`config.mk`:
```
export PLATFORM = sky130hd
export DESIGN_NAME = ram_burst_reader
export DESIGN_NICKNAME = d
export VERILOG_FILES = /design/src/rtl/ram_burst_reader.sv
export SDC_FILE = /design/constraint.sdc
export NUM_CORES = 1
export LEC_CHECK = 0
export CELL_PAD_IN_SITES_DETAIL_PLACEMENT = 0
export CELL_PAD_IN_SITES_GLOBAL_PLACEMENT = 1
export CORE_UTILIZATION = 39
export DETAILED_ROUTE_END_ITERATION = 8
export PLACE_DENSITY = 0.79
export SYNTH_ARGS = -nofsm -noshare
export SYNTH_HDL_FRONTEND = slang
export SYNTH_SLANG_ARGS = --single-unit
```
`constraint.sdc`:
```
create_clock -name clock -period 2.4 [get_ports clock]
set_clock_uncertainty 0.2 [all_clocks]
set_input_delay 0.24 -clock clock [delete_from_list [all_inputs] [get_ports clock]]
set_output_delay 0.24 -clock clock [all_outputs]
set_load 0.02 [all_outputs]
```
`src/rtl/ram_burst_reader.sv`:
```
// rtl/ram_burst_reader.sv - streams a wrapping address range of a p_ram out over valid/ready; optional RAM_READER_CHECKSUM_EN adds an XOR checksum port
module ram_burst_reader #(
  parameter int BIT_WIDTH = 1,
  parameter int SEL_WIDTH = 3
) (
  input  logic                 clock,
  input  logic                 reset,
  input  logic                 start,
  input  logic [SEL_WIDTH-1:0] start_address,
  input  logic [SEL_WIDTH:0]   length,
  output logic [SEL_WIDTH-1:0] address,
  input  logic [BIT_WIDTH-1:0] in,
  output logic [BIT_WIDTH-1:0] out,
  output logic                 out_valid,
  input  logic                 out_ready,
  output logic                 busy,
  output logic                 done
`ifdef RAM_READER_CHECKSUM_EN
  ,
  output logic [BIT_WIDTH-1:0] checksum
`endif
);

  typedef enum logic [1:0] {
    IDLE  = 2'd0,
    READ  = 2'd1,
    DRAIN = 2'd2
  } state_t;

  state_t               state_q, state_d;
  logic [SEL_WIDTH-1:0] address_q, address_d;
  logic [SEL_WIDTH:0]   fetch_rem_q, fetch_rem_d;
  logic [SEL_WIDTH:0]   deliver_rem_q, deliver_rem_d;
  logic [BIT_WIDTH-1:0] head_q, head_d;
  logic [BIT_WIDTH-1:0] tail_q, tail_d;
  logic [1:0]           count_q, count_d;
  logic                 valid_q, valid_d;
  logic                 busy_q, busy_d;
  logic                 done_q, done_d;
  logic                 pop;
  logic                 fetch;
`ifdef RAM_READER_CHECKSUM_EN
  logic [BIT_WIDTH-1:0] checksum_q, checksum_d;
`endif

  // Next-state logic: burst sequencing, address walk and the 2-entry output FIFO
  always_comb begin
    state_d       = state_q;
    address_d     = address_q;
    fetch_rem_d   = fetch_rem_q;
    deliver_rem_d = deliver_rem_q;
    head_d        = head_q;
    tail_d        = tail_q;
    count_d       = count_q;
    done_d        = 1'b0;
`ifdef RAM_READER_CHECKSUM_EN
    checksum_d    = checksum_q;
`endif

    pop   = valid_q & out_ready;
    // A slot is free either because the FIFO is not full or the head leaves this cycle
    fetch = (state_q == READ) && (fetch_rem_q != '0) && ((count_q != 2'd2) || pop);

    case (state_q)
      IDLE: begin
        if (start) begin
`ifdef RAM_READER_CHECKSUM_EN
          checksum_d = '0;
`endif
          if (length != '0) begin
            address_d     = start_address;
            fetch_rem_d   = length;
            deliver_rem_d = length;
            state_d       = READ;
          end else begin
            done_d = 1'b1;
          end
        end
      end
      READ: begin
        if (fetch && (fetch_rem_q == (SEL_WIDTH+1)'(1))) begin
          state_d = DRAIN;
        end
      end
      DRAIN: begin
        if (pop && (deliver_rem_q == (SEL_WIDTH+1)'(1))) begin
          state_d = IDLE;
          done_d  = 1'b1;
        end
      end
      default: state_d = IDLE;
    endcase

    if (fetch) begin
      address_d   = address_q + SEL_WIDTH'(1);
      fetch_rem_d = fetch_rem_q - (SEL_WIDTH+1)'(1);
    end

    if (pop) begin
      deliver_rem_d = deliver_rem_q - (SEL_WIDTH+1)'(1);
`ifdef RAM_READER_CHECKSUM_EN
      checksum_d    = checksum_q ^ head_q;
`endif
    end

    // FIFO: head is always the oldest word; a push lands in the first free slot
    case ({fetch, pop})
      2'b10: begin
        if (count_q == 2'd0) head_d = in;
        else                 tail_d = in;
        count_d = count_q + 2'd1;
      end
      2'b01: begin
        head_d  = tail_q;
        count_d = count_q - 2'd1;
      end
      2'b11: begin
        if (count_q == 2'd1) begin
          head_d = in;
        end else begin
          head_d = tail_q;
          tail_d = in;
        end
      end
      default: ;
    endcase

    valid_d = (count_d != 2'd0);
    busy_d  = (state_d != IDLE);
  end

  // State and registered outputs, synchronous active-high reset
  always_ff @(posedge clock) begin
    if (reset) begin
      state_q       <= IDLE;
      address_q     <= '0;
      fetch_rem_q   <= '0;
      deliver_rem_q <= '0;
      head_q        <= '0;
      tail_q        <= '0;
      count_q       <= 2'd0;
      valid_q       <= 1'b0;
      busy_q        <= 1'b0;
      done_q        <= 1'b0;
`ifdef RAM_READER_CHECKSUM_EN
      checksum_q    <= '0;
`endif
    end else begin
      state_q       <= state_d;
      address_q     <= address_d;
      fetch_rem_q   <= fetch_rem_d;
      deliver_rem_q <= deliver_rem_d;
      head_q        <= head_d;
      tail_q        <= tail_d;
      count_q       <= count_d;
      valid_q       <= valid_d;
      busy_q        <= busy_d;
      done_q        <= done_d;
`ifdef RAM_READER_CHECKSUM_EN
      checksum_q    <= checksum_d;
`endif
    end
  end

  assign address   = address_q;
  assign out       = head_q;
  assign out_valid = valid_q;
  assign busy      = busy_q;
  assign done      = done_q;
`ifdef RAM_READER_CHECKSUM_EN
  assign checksum  = checksum_q;
`endif

endmodule
```
Word-level counts from Yosys, hierarchy flattened
Index checks and enable logic that the tools add are counted.
{"block": "totals", "register_bits": 20, "latchBits": 0, "ramBits": 0, "romBits": 0, "input_bits": 12, "output_inout_bits": 7, "wordCells": 76, "memories": 0}
{"block": "classes", "add_sub_neg": 5, "multipliers": 0, "div": 0, "order_cmp": 0, "eq_ne": 12, "n_shift": 0, "muxes": 25, "bitwise_logic": 1, "n_reduce_logical": 23}
{"operator": "$mux W4", "n": 5}
{"operator": "$reduce_bool A2 Y1", "n": 9}
{"operator": "$mux W3", "n": 4}
{"operator": "$reduce_and A3 Y1", "n": 3}
{"operator": "$eq A4 B1 Y1 const B", "n": 2}
{"operator": "$mux W2", "n": 4}
{"operator": "$ne A2 B2 Y1 const B", "n": 4}
{"operator": "$reduce_bool A4 Y1", "n": 2}
{"operator": "$sub A4 B1 Y4 const B", "n": 2}
{"operator": "$mux W1", "n": 7}
{"operator": "$eq A2 B1 Y1 const B", "n": 3}
{"operator": "$eq A2 B2 Y1 const B", "n": 3}
{"operator": "$pmux W2 S3", "n": 1}
{"operator": "$logic_and A1 B1 Y1", "n": 4}
{"operator": "$logic_not A2 Y1", "n": 2}
{"operator": "$pmux W1 S2", "n": 2}
{"operator": "$pmux W2 S2", "n": 1}
{"operator": "$add A3 B1 Y3 const B", "n": 1}
{"operator": "$pmux W1 S3", "n": 1}
{"operator": "$reduce_bool A3 Y1", "n": 1}
{"operator": "$add A2 B1 Y2 const B", "n": 1}
{"operator": "$reduce_and A2 Y1", "n": 1}
{"operator": "$sub A2 B1 Y2 const B", "n": 1}
{"operator": "$and A1 B1 Y1", "n": 1}
{"operator": "$logic_or A1 B1 Y1", "n": 1}

Logic depth before layout (Yosys ltp)
Gate-level depths: netlist of the first run.
{"block": "logic_depth", "ltp_word": 7, "depth_mapped": 7, "depth_no_buf": 6}

Worst setup path before layout of the first run
No wires, ideal clock.
{"block": "synth_timing", "path_kind": "register -> register", "from": "register fetch_rem_q[0]", "to": "register state_q[0]", "setup_time_ns": 0.134, "arrival_time_ns": 1.484, "required_time_ns": 2.066, "path_slack_ns": 0.582, "path_stages_with_launch": 8, "path_buffers": 1, "synth_period_minus_slack_ns": 1.818, "cell_sequence": "dfxtp_1 > inv_1 > ha_1 > a221oi_2 > buf_4 > nand3_1 > a21oi_1 > a211oi_1"}
{"block": "synth_between", "elab_chain_cells": 6, "word_cells_on_any_way": 7, "cone_classes": "eq/ne (1); mux (2); reduce/logical (4)"}
{"element": "start: declaration", "line": "32", "text": "logic [SEL_WIDTH:0] fetch_rem_q, fetch_rem_d;"}
{"element": "start signal: assignment", "line": "151", "text": "fetch_rem_q <= fetch_rem_d;"}
{"element": "$reduce_bool A4 Y1", "line": "62", "text": "fetch = (state_q == READ) && (fetch_rem_q != '0) && ((count_q != 2'd2) || pop);"}
{"element": "$logic_and A1 B1 Y1 (2 in series)", "line": "62"}
{"element": "$logic_and A1 B1 Y1 *", "line": "81", "text": "if (fetch && (fetch_rem_q == (SEL_WIDTH+1)'(1))) begin"}
{"element": "$mux W2 *", "line": "81"}
{"element": "$pmux W2 S3 *", "line": "64", "text": "case (state_q)"}
{"element": "end signal: assignment", "line": "149", "text": "state_q <= state_d;"}
{"element": "end: declaration", "line": "30", "text": "state_t state_q, state_d;"}
Every way passes the cells marked *; elsewhere a longest branch is shown, timed or not.
A chain may end at the register's enable or synchronous reset.

Final worst setup path of the first run
{"block": "layout_timing", "from": "register fetch_rem_q[0]", "to": "register fetch_rem_q[3]"}
{"block": "layout_between", "elab_chain_cells": 5, "word_cells_on_any_way": 9, "cone_classes": "add/sub (1); mux (1); reduce/logical (7)"}
{"element": "parallel branches: the longest is 5 deep, another holds $sub A4 B1 Y4"}
Parallel ways; which one is timed is not known.

==> summary.txt, run 1 <==
Yosys
  – Post-synth EDFFs: 0
  – XOR/XNOR Fraction of Synth Area: 0.772%
  – Synth area leaders: dfxtp_1, ha_1, a211oi_1
  – Syn_area_per_cell: 8.80 µm²
  – Area fraction in compound gates after synthesis: 26.8%
  – Ys flop type: dfxtp_1
  – Syn Nets: 149
  – Mux share of post-synthesis cell area: 4.52%
  – Number of synthesized register bits: 20
  – Unique masters post-synth: 41
  – Largest family of logic cells by synthesized area: compound AO/OA/AOI/OAI gates
  – Yosys top cell area share: 35.3%
  – Post-synth top area cell: dfxtp_1
  – Ys async rst share: 0%
  – Simple-gate area share of the yosys netlist: 17.9%
  – Netlist Area Pre-Place: 1130 µm²
  – Synth Warn #: 0
  – Adder-Cell Fraction of Synth Area: 8.82%
  – Seq/Total Area, Yosys: 35.3%
  – Syn Inst Count: 129

Routing
  – Antenna viol nets, final: 0
  – Number of detailed-route iterations in the first pass: 4
  – Final WL: 2.52 mm
  – Via-to-Cell Ratio: 5.73
  – DRT iter0 DRCs: 30
  – Vias: 1020
  – Routed len/inst: 14.2 µm
  – Residual DRC count: 0

Setup path
  – Slack of the worst reg-to-reg path: 450 ps
  – Critical path peak fanout: 12
  – CP arrival: 1940 ps
  – CP Data Required Time: 2390 ps
  – Setup crit end kind: flop
  – Reg2Reg Depth: 7
  – FF-to-FF End: fetch_rem_q[3]
  – R2r startpoint: fetch_rem_q[0]
  – Worst setup path class: flop to flop
  – Startpoint Class: flop

Floorplan
  – Die H: 55.9 µm
  – Die ar.: 3130 µm²
  – Die W: 55.9 µm
  – Initial cell density of the core: 41.2%
  – I/O pin count: 19
  – Cell Rows: 19
  – Core Footprint: 2760 µm²

Clock tree
  – Hold buffers post-CTS: 0
  – Cts bufs inserted: 3
  – Clk sink count: 20
  – Clock root cell: clkbuf_4
  – CTS tree: built
  – CTS resizes: 0
  – Clock latency on the worst-skew pair: 300 ps
  – CTS clock-pin slew for the worst setup and hold paths: 110 ps
  – Htree depth: 1
  – Clock Tree Buf Depth: 2
  – Setup Buffers After CTS: 0

Power
  – Switching Fraction: 38.0%
  – P_int: 0.677 mW
  – P_sw: 0.416 mW
  – Clock power share: 14.8%
  – Pwr Density: 800 nW/µm²
  – Logic pwr share: 43.5%
  – P_leak: 0.517 nW
  – Final Total Pwr: 1.09 mW
  – Worst vdd ir: 0.469 mV
  – Sequential group share of total power: 41.7%

Timing
  – Worst slew pin tran: 401 ps
  – Min cycle time layout: 1950 ps
  – Hold Vio Cnt, Final: 0
  – Max Clk Rate: 0.512 GHz
  – Max-slew violations: 0
  – Setup TNS: 0 ps
  – Setup violators final: 0
  – Period Utilization, post-route: 81.3%
  – RSZ-0062 raised after global routing: no
  – Slew margin rel.: 73.1%

Global route
  – GRT Total Usage: 17.3%
  – Initial antenna violation count: 0
  – GR Overflow Total: 0
  – Pin count of the biggest net entering global routing: 15
  – First-pass GRT wire length: 4.20 mm
  – Vias in the first global route: 890

Placed design
  – Port Buffers: 18
  – Placed Instances: 175
  – Placed cell area: 1340 µm²
  – GPL Wtd Cong: 0.757
  – Dpl hpwl: 1.79 mm

Cells and area
  – P&R area growth vs syn: 20.3%
  – Ratio of cells with drive above 1 in the final layout: 10.2%
  – Ant. Diodes: 0
  – Fin area: 1370 µm²
  – Nets: 169
  – Post-Layout Cell Count: 178
  – Fill cell count: 262

Worst hold path
  – Hold crit path type: primary input to flop
  – Worst Hold Depth: 3
  – WHS Endpoint: address[0]
  – Hold path startpoint: start_address[0]

Run status
  – Outcome: finished clean

Run
  – Max_cap viols: 0
-- cell type report --
| cell class | instances | area, µm² | area share, % |
|---|---|---|---|
| Sequential cell | 20 | 400 | 29.3 |
| Multi-Input combinational cell | 95 | 667 | 48.9 |
| Timing Repair Buffer | 22 | 210 | 15.4 |
| Clock buffer | 3 | 22.5 | 1.65 |
| Tap cell | 31 | 38.8 | 2.84 |
| Inverter | 7 | 26.3 | 1.92 |
-- worst max-delay path, cell delays in order, from the launching register on --
cell,delay (ps)
dfxtp_1,450
inv_1,70
ha_1,270
a221oi_2,260
buf_4,220
mux2i_1,90
a222oi_1,220
nor2_1,70
-- flip-flops by register name, indices dropped and copies added, names as in the netlist --
name and count:
address 3, tail_q 1, out 1, done 1, busy 1, count_q 2
out_valid 1, fetch_rem_q 4, deliver_rem_q 4, state_q 2
-- layer usage --
layer / track usage, % / vias up / share of wire, %
met1: 22.8 / 482 / 50
met5: 0 / - / 0
li1: - / 511 / -
met3: 4.19 / 4 / 3.2
met2: 27.7 / 23 / 46
met4: 6.27 / 0 / 1.2
-- synthesized netlist by cell type, drive strengths merged (2+ instances only) --
| master | count |
|---|---|
| clkbuf | 4 |
| o21ai | 9 |
| a311oi | 2 |
| nor2 | 13 |
| a221oi | 2 |
| nor3 | 5 |
| dfxtp | 20 |
| a2bb2oi | 2 |
| a211oi | 7 |
| inv | 7 |
| nand2 | 8 |
| buf | 3 |
| a31oi | 2 |
| nand3 | 4 |
| o21bai | 2 |
| a21oi | 9 |
| ha | 8 |
| nor4 | 2 |
| mux2i | 4 |
-- per-stage QoR --
step	hold slack [ps]	util (%)	setup WS [ps]
2_1_floorplan	113	-	582
3_3_place_gp	279	48.7	211
6_report	276	49.5	449
4_1_cts	276	49.5	439
5_1_grt	272	49.5	315
3_5_place_dp	288	48.7	144
-- cells by family after synthesis --
family / count (synthesis)
flip-flops: 20
adder cells (fa/ha/maj): 8
XOR/XNOR: 1
AO/OA/AOI/OAI: 42
AND/OR/NAND/NOR: 39
buffers and inverters: 14
multiplexers: 5
-- power by group through the flow --
stage                     combinational, mW  sequential (mW)  clock, mW
after floorplan                       0.324            0.474          0
after global placement                0.461            0.459          0
after detailed placement              0.472            0.461          0
after CTS                             0.476            0.454      0.169
after global routing                  0.528            0.463      0.188
final                                 0.475            0.455      0.162
-- placed cells by master (no fill, tap or decap), types with 2 or more instances in the layout --
cell type / n
a21oi_1: 8
mux2i_1: 4
buf_4: 4
nor2_1: 13
a2bb2oi_1: 2
dfxtp_1: 20
nor3_1: 5
a211oi_1: 7
nand2_1: 8
o21ai_0: 7
o21bai_1: 2
inv_1: 7
o21ai_1: 2
ha_1: 8
clkbuf_4: 3
clkdlybuf4s50_1: 18
nand3_1: 4
a31oi_1: 2
-- how the worst max path moves through the flow --
stage	slack, ps	start	endpoint	cells after the start
final	450	fetch_rem_q[0]	fetch_rem_q[3]	7
after global routing	310	fetch_rem_q[0]	out_valid	6
after detailed placement	140	length[0]	address[1]	7
after global placement	210	length[0]	address[1]	7
after floorplan	580	fetch_rem_q[0]	state_q[0]	7
after CTS	440	fetch_rem_q[0]	fetch_rem_q[3]	7
No activity file was read; power rests on OpenSTA's default activity.
==> run 2: changes to the inputs <==
==> constraint.sdc (replaced) <==
create_clock -name clock -period 1.8 [get_ports clock]
set_clock_uncertainty 0.2 [all_clocks]
set_input_delay 0.18 -clock clock [delete_from_list [all_inputs] [get_ports clock]]
set_output_delay 0.18 -clock clock [all_outputs]
set_load 0.02 [all_outputs]
==> summary.txt, run 2 (same netlist as run 1, synthesis figures left out) <==
Setup path
  – Worst setup path class: primary input to flop
  – Setup crit end kind: flop
  – FF-to-FF End: fetch_rem_q[0]
  – CP arrival: 1760 ps (-180 ps)
  – Reg2Reg Depth: 6 (-1)
  – Startpoint Class: primary input
  – Slack of the worst reg-to-reg path: 60 ps (-390 ps)
  – R2r startpoint: count_q[0]
  – CP Data Required Time: 1810 ps (-580 ps)
  – Critical path peak fanout: 10 (-2)

Cells and area
  – P&R area growth vs syn: 40.8%
  – Commonest non-fill, non-tap cell in the layout: buf_4
  – Fill cell count: 251 (-4.2%)
  – Core Util, Final: 57.9% (+8.4 points)
  – Ant. Diodes: 0 (unchanged)
  – Ratio of cells with drive above 1 in the final layout: 28.1% (+18 points)
  – Nets: 189 (+12%)
  – Fin area: 1600 µm² (+17%)
  – Commonest cells after routing, fill and taps aside: buf_4, clkdlybuf4s50_1, dfxtp_1, nor2_1

Power
  – Logic pwr share: 49.9% (+6.4 points)
  – Switching Fraction: 37.8% (-0.25 points)
  – P_sw: 0.625 mW (+50%)
  – P_int: 1.03 mW (+52%)
  – Clock power share: 13.5% (-1.3 points)
  – Worst vdd ir: 0.796 mV (+70%)
  – P_leak: 0.648 nW (+25%)
  – Sequential group share of total power: 36.7% (-5.0 points)
  – Pwr Density: 1030 nW/µm² (+29%)

Floorplan
  – Cell Rows: 19 (unchanged)
  – Die W: 55.9 µm (unchanged)
  – Die H: 55.9 µm (unchanged)
  – I/O pin count: 19 (unchanged)
  – Core Footprint: 2760 µm² (unchanged)
  – Initial cell density of the core: 41.2% (unchanged)
  – Die ar.: 3130 µm² (unchanged)

Global route
  – Vias in the first global route: 1024 (+15%)
  – GR Overflow Total: 0 (unchanged)
  – Pin count of the biggest net entering global routing: 15 (unchanged)
  – First-pass GRT wire length: 4.72 mm (+12%)
  – GRT Total Usage: 19.1% (+1.8 points)
  – Initial antenna violation count: 0 (unchanged)

Timing
  – Min cycle time layout: 1750 ps
  – Period Utilization, post-route: 97.0%
  – Hold Vio Cnt, Final: 0 (unchanged)
  – Worst slew pin tran: 284 ps (-117 ps)
  – RSZ-0062 raised after global routing: yes
  – Slew margin rel.: 81.1% (+7.9 points)
  – Setup violators final: 0 (unchanged)
  – Max-slew violations: 0 (unchanged)
  – Max Clk Rate: 0.573 GHz

Routing
  – Antenna viol nets, final: 0 (unchanged)
  – Residual DRC count: 0 (unchanged)
  – Final WL: 2.83 mm (+12%)
  – DRT iter0 DRCs: 20 (-33%)
  – Routed len/inst: 14.3 µm (+0.74%)
  – Via-to-Cell Ratio: 5.51 (-3.8%)
  – Vias: 1091 (+7.0%)
  – Number of detailed-route iterations in the first pass: 4 (unchanged)

Clock tree
  – Htree depth: 1 (unchanged)
  – Clock latency on the worst-skew pair: 310 ps (about the same)
  – CTS tree: built
  – Clk sink count: 20 (unchanged)
  – Hold buffers post-CTS: 0 (unchanged)
  – Clock Tree Buf Depth: 2 (unchanged)
  – CTS clock-pin slew for the worst setup and hold paths: 120 ps (about the same)
  – Cts bufs inserted: 3 (unchanged)
  – Clock root cell: clkbuf_4

Run
  – Max_cap viols: 0 (unchanged)

Placed design
  – GPL Wtd Cong: 0.830 (+9.6%)
  – Placed cell area: 1460 µm² (+8.5%)
  – Dpl hpwl: 2.07 mm (+16%)
  – Port Buffers: 18 (unchanged)

Worst hold path
  – WHS Endpoint: deliver_rem_q[3]
  – Hold path startpoint: length[3]
  – Worst Hold Depth: 3 (unchanged)
  – Hold crit path type: primary input to flop

Run status
  – Outcome: finished clean
## run 2: changes by cell type in the layout (fill, tap and decap cells not counted), moves of 2 or more
cell and delta:
dlymetal6s2s_1 +2, inv_1 -2, inv_2 +2, dfxtp_2 +7, ha_4 +2, dfxtp_1 -7
buf_4 +19, ha_1 -2, clkdlybuf4s50_1 -2
## run 2: through the flow
stage	TNS, ps	hold slack, ps	cells	power, mW	setup WS [ps]
after floorplan	0	52.6	129	1.06	4.81
after CTS	0	200	195	1.62	0.261
final	0	75.8	198	1.65	53.7
after detailed placement	-3130	288	190	1.33	-318
after global placement	-2450	276	190	1.30	-258
after global routing	-47.8	115	198	1.77	-30.9
## run 2: area by class of cell
cell class / count / area (µm²) / area share, %
Sequential cell: 20 / 409 / 25.6
Clock buffer: 3 / 22.5 / 1.41
Timing Repair Buffer: 42 / 369 / 23.1
Multi-Input combinational cell: 95 / 732 / 45.8
Tap cell: 31 / 38.8 / 2.43
Inverter: 7 / 26.3 / 1.64
## run 2: worst max-delay path by stage
stage / depth (start not counted) / start / to / slack [ps]
floorplan: 7 / count_q[0] / state_q[0] / 5
global placement: 7 / length[0] / address[1] / -260
detailed placement: 7 / length[0] / address[1] / -320
CTS: 7 / count_q[0] / fetch_rem_q[3] / 0.3
global route: 7 / count_q[0] / fetch_rem_q[3] / -30
finish: 7 / length[1] / address[1] / 50
## run 2: repair_timing
item,4_1_cts,5_1_grt
gates resized for setup,8,12
endpoints found under the setup margin,6,12
pin swaps,4,6
gates cloned,1,0
buffers inserted,1,3
## run 2: routing by layer
layer / track usage [%] / part of all wire (%) / wire length [µm]
met1: 25.7 / 49 / 1390
met2: 31.0 / 48 / 1350
met3: 4.88 / 2.6 / 73
met4: 4.18 / 0.42 / 12
met5: 0 / 0 / 0
## run 2: power by group through the flow
| stage | Combinational [mW] | Sequential [mW] | Clock (mW) |
|---|---|---|---|
| 2_1_floorplan | 0.433 | 0.632 | 0 |
| 3_3_place_gp | 0.709 | 0.594 | 0 |
| 3_5_place_dp | 0.729 | 0.600 | 0 |
| 4_1_cts | 0.792 | 0.597 | 0.228 |
| 5_1_grt | 0.899 | 0.618 | 0.251 |
| 6_report | 0.824 | 0.606 | 0.223 |
## run 2: critical path: stages
cell and delay (ps):
clkdlybuf4s50_1 540, nor4_4 80, nor4b_2 230, buf_4 210, mux2_1 330, mux2i_1 140
nor2_1 50
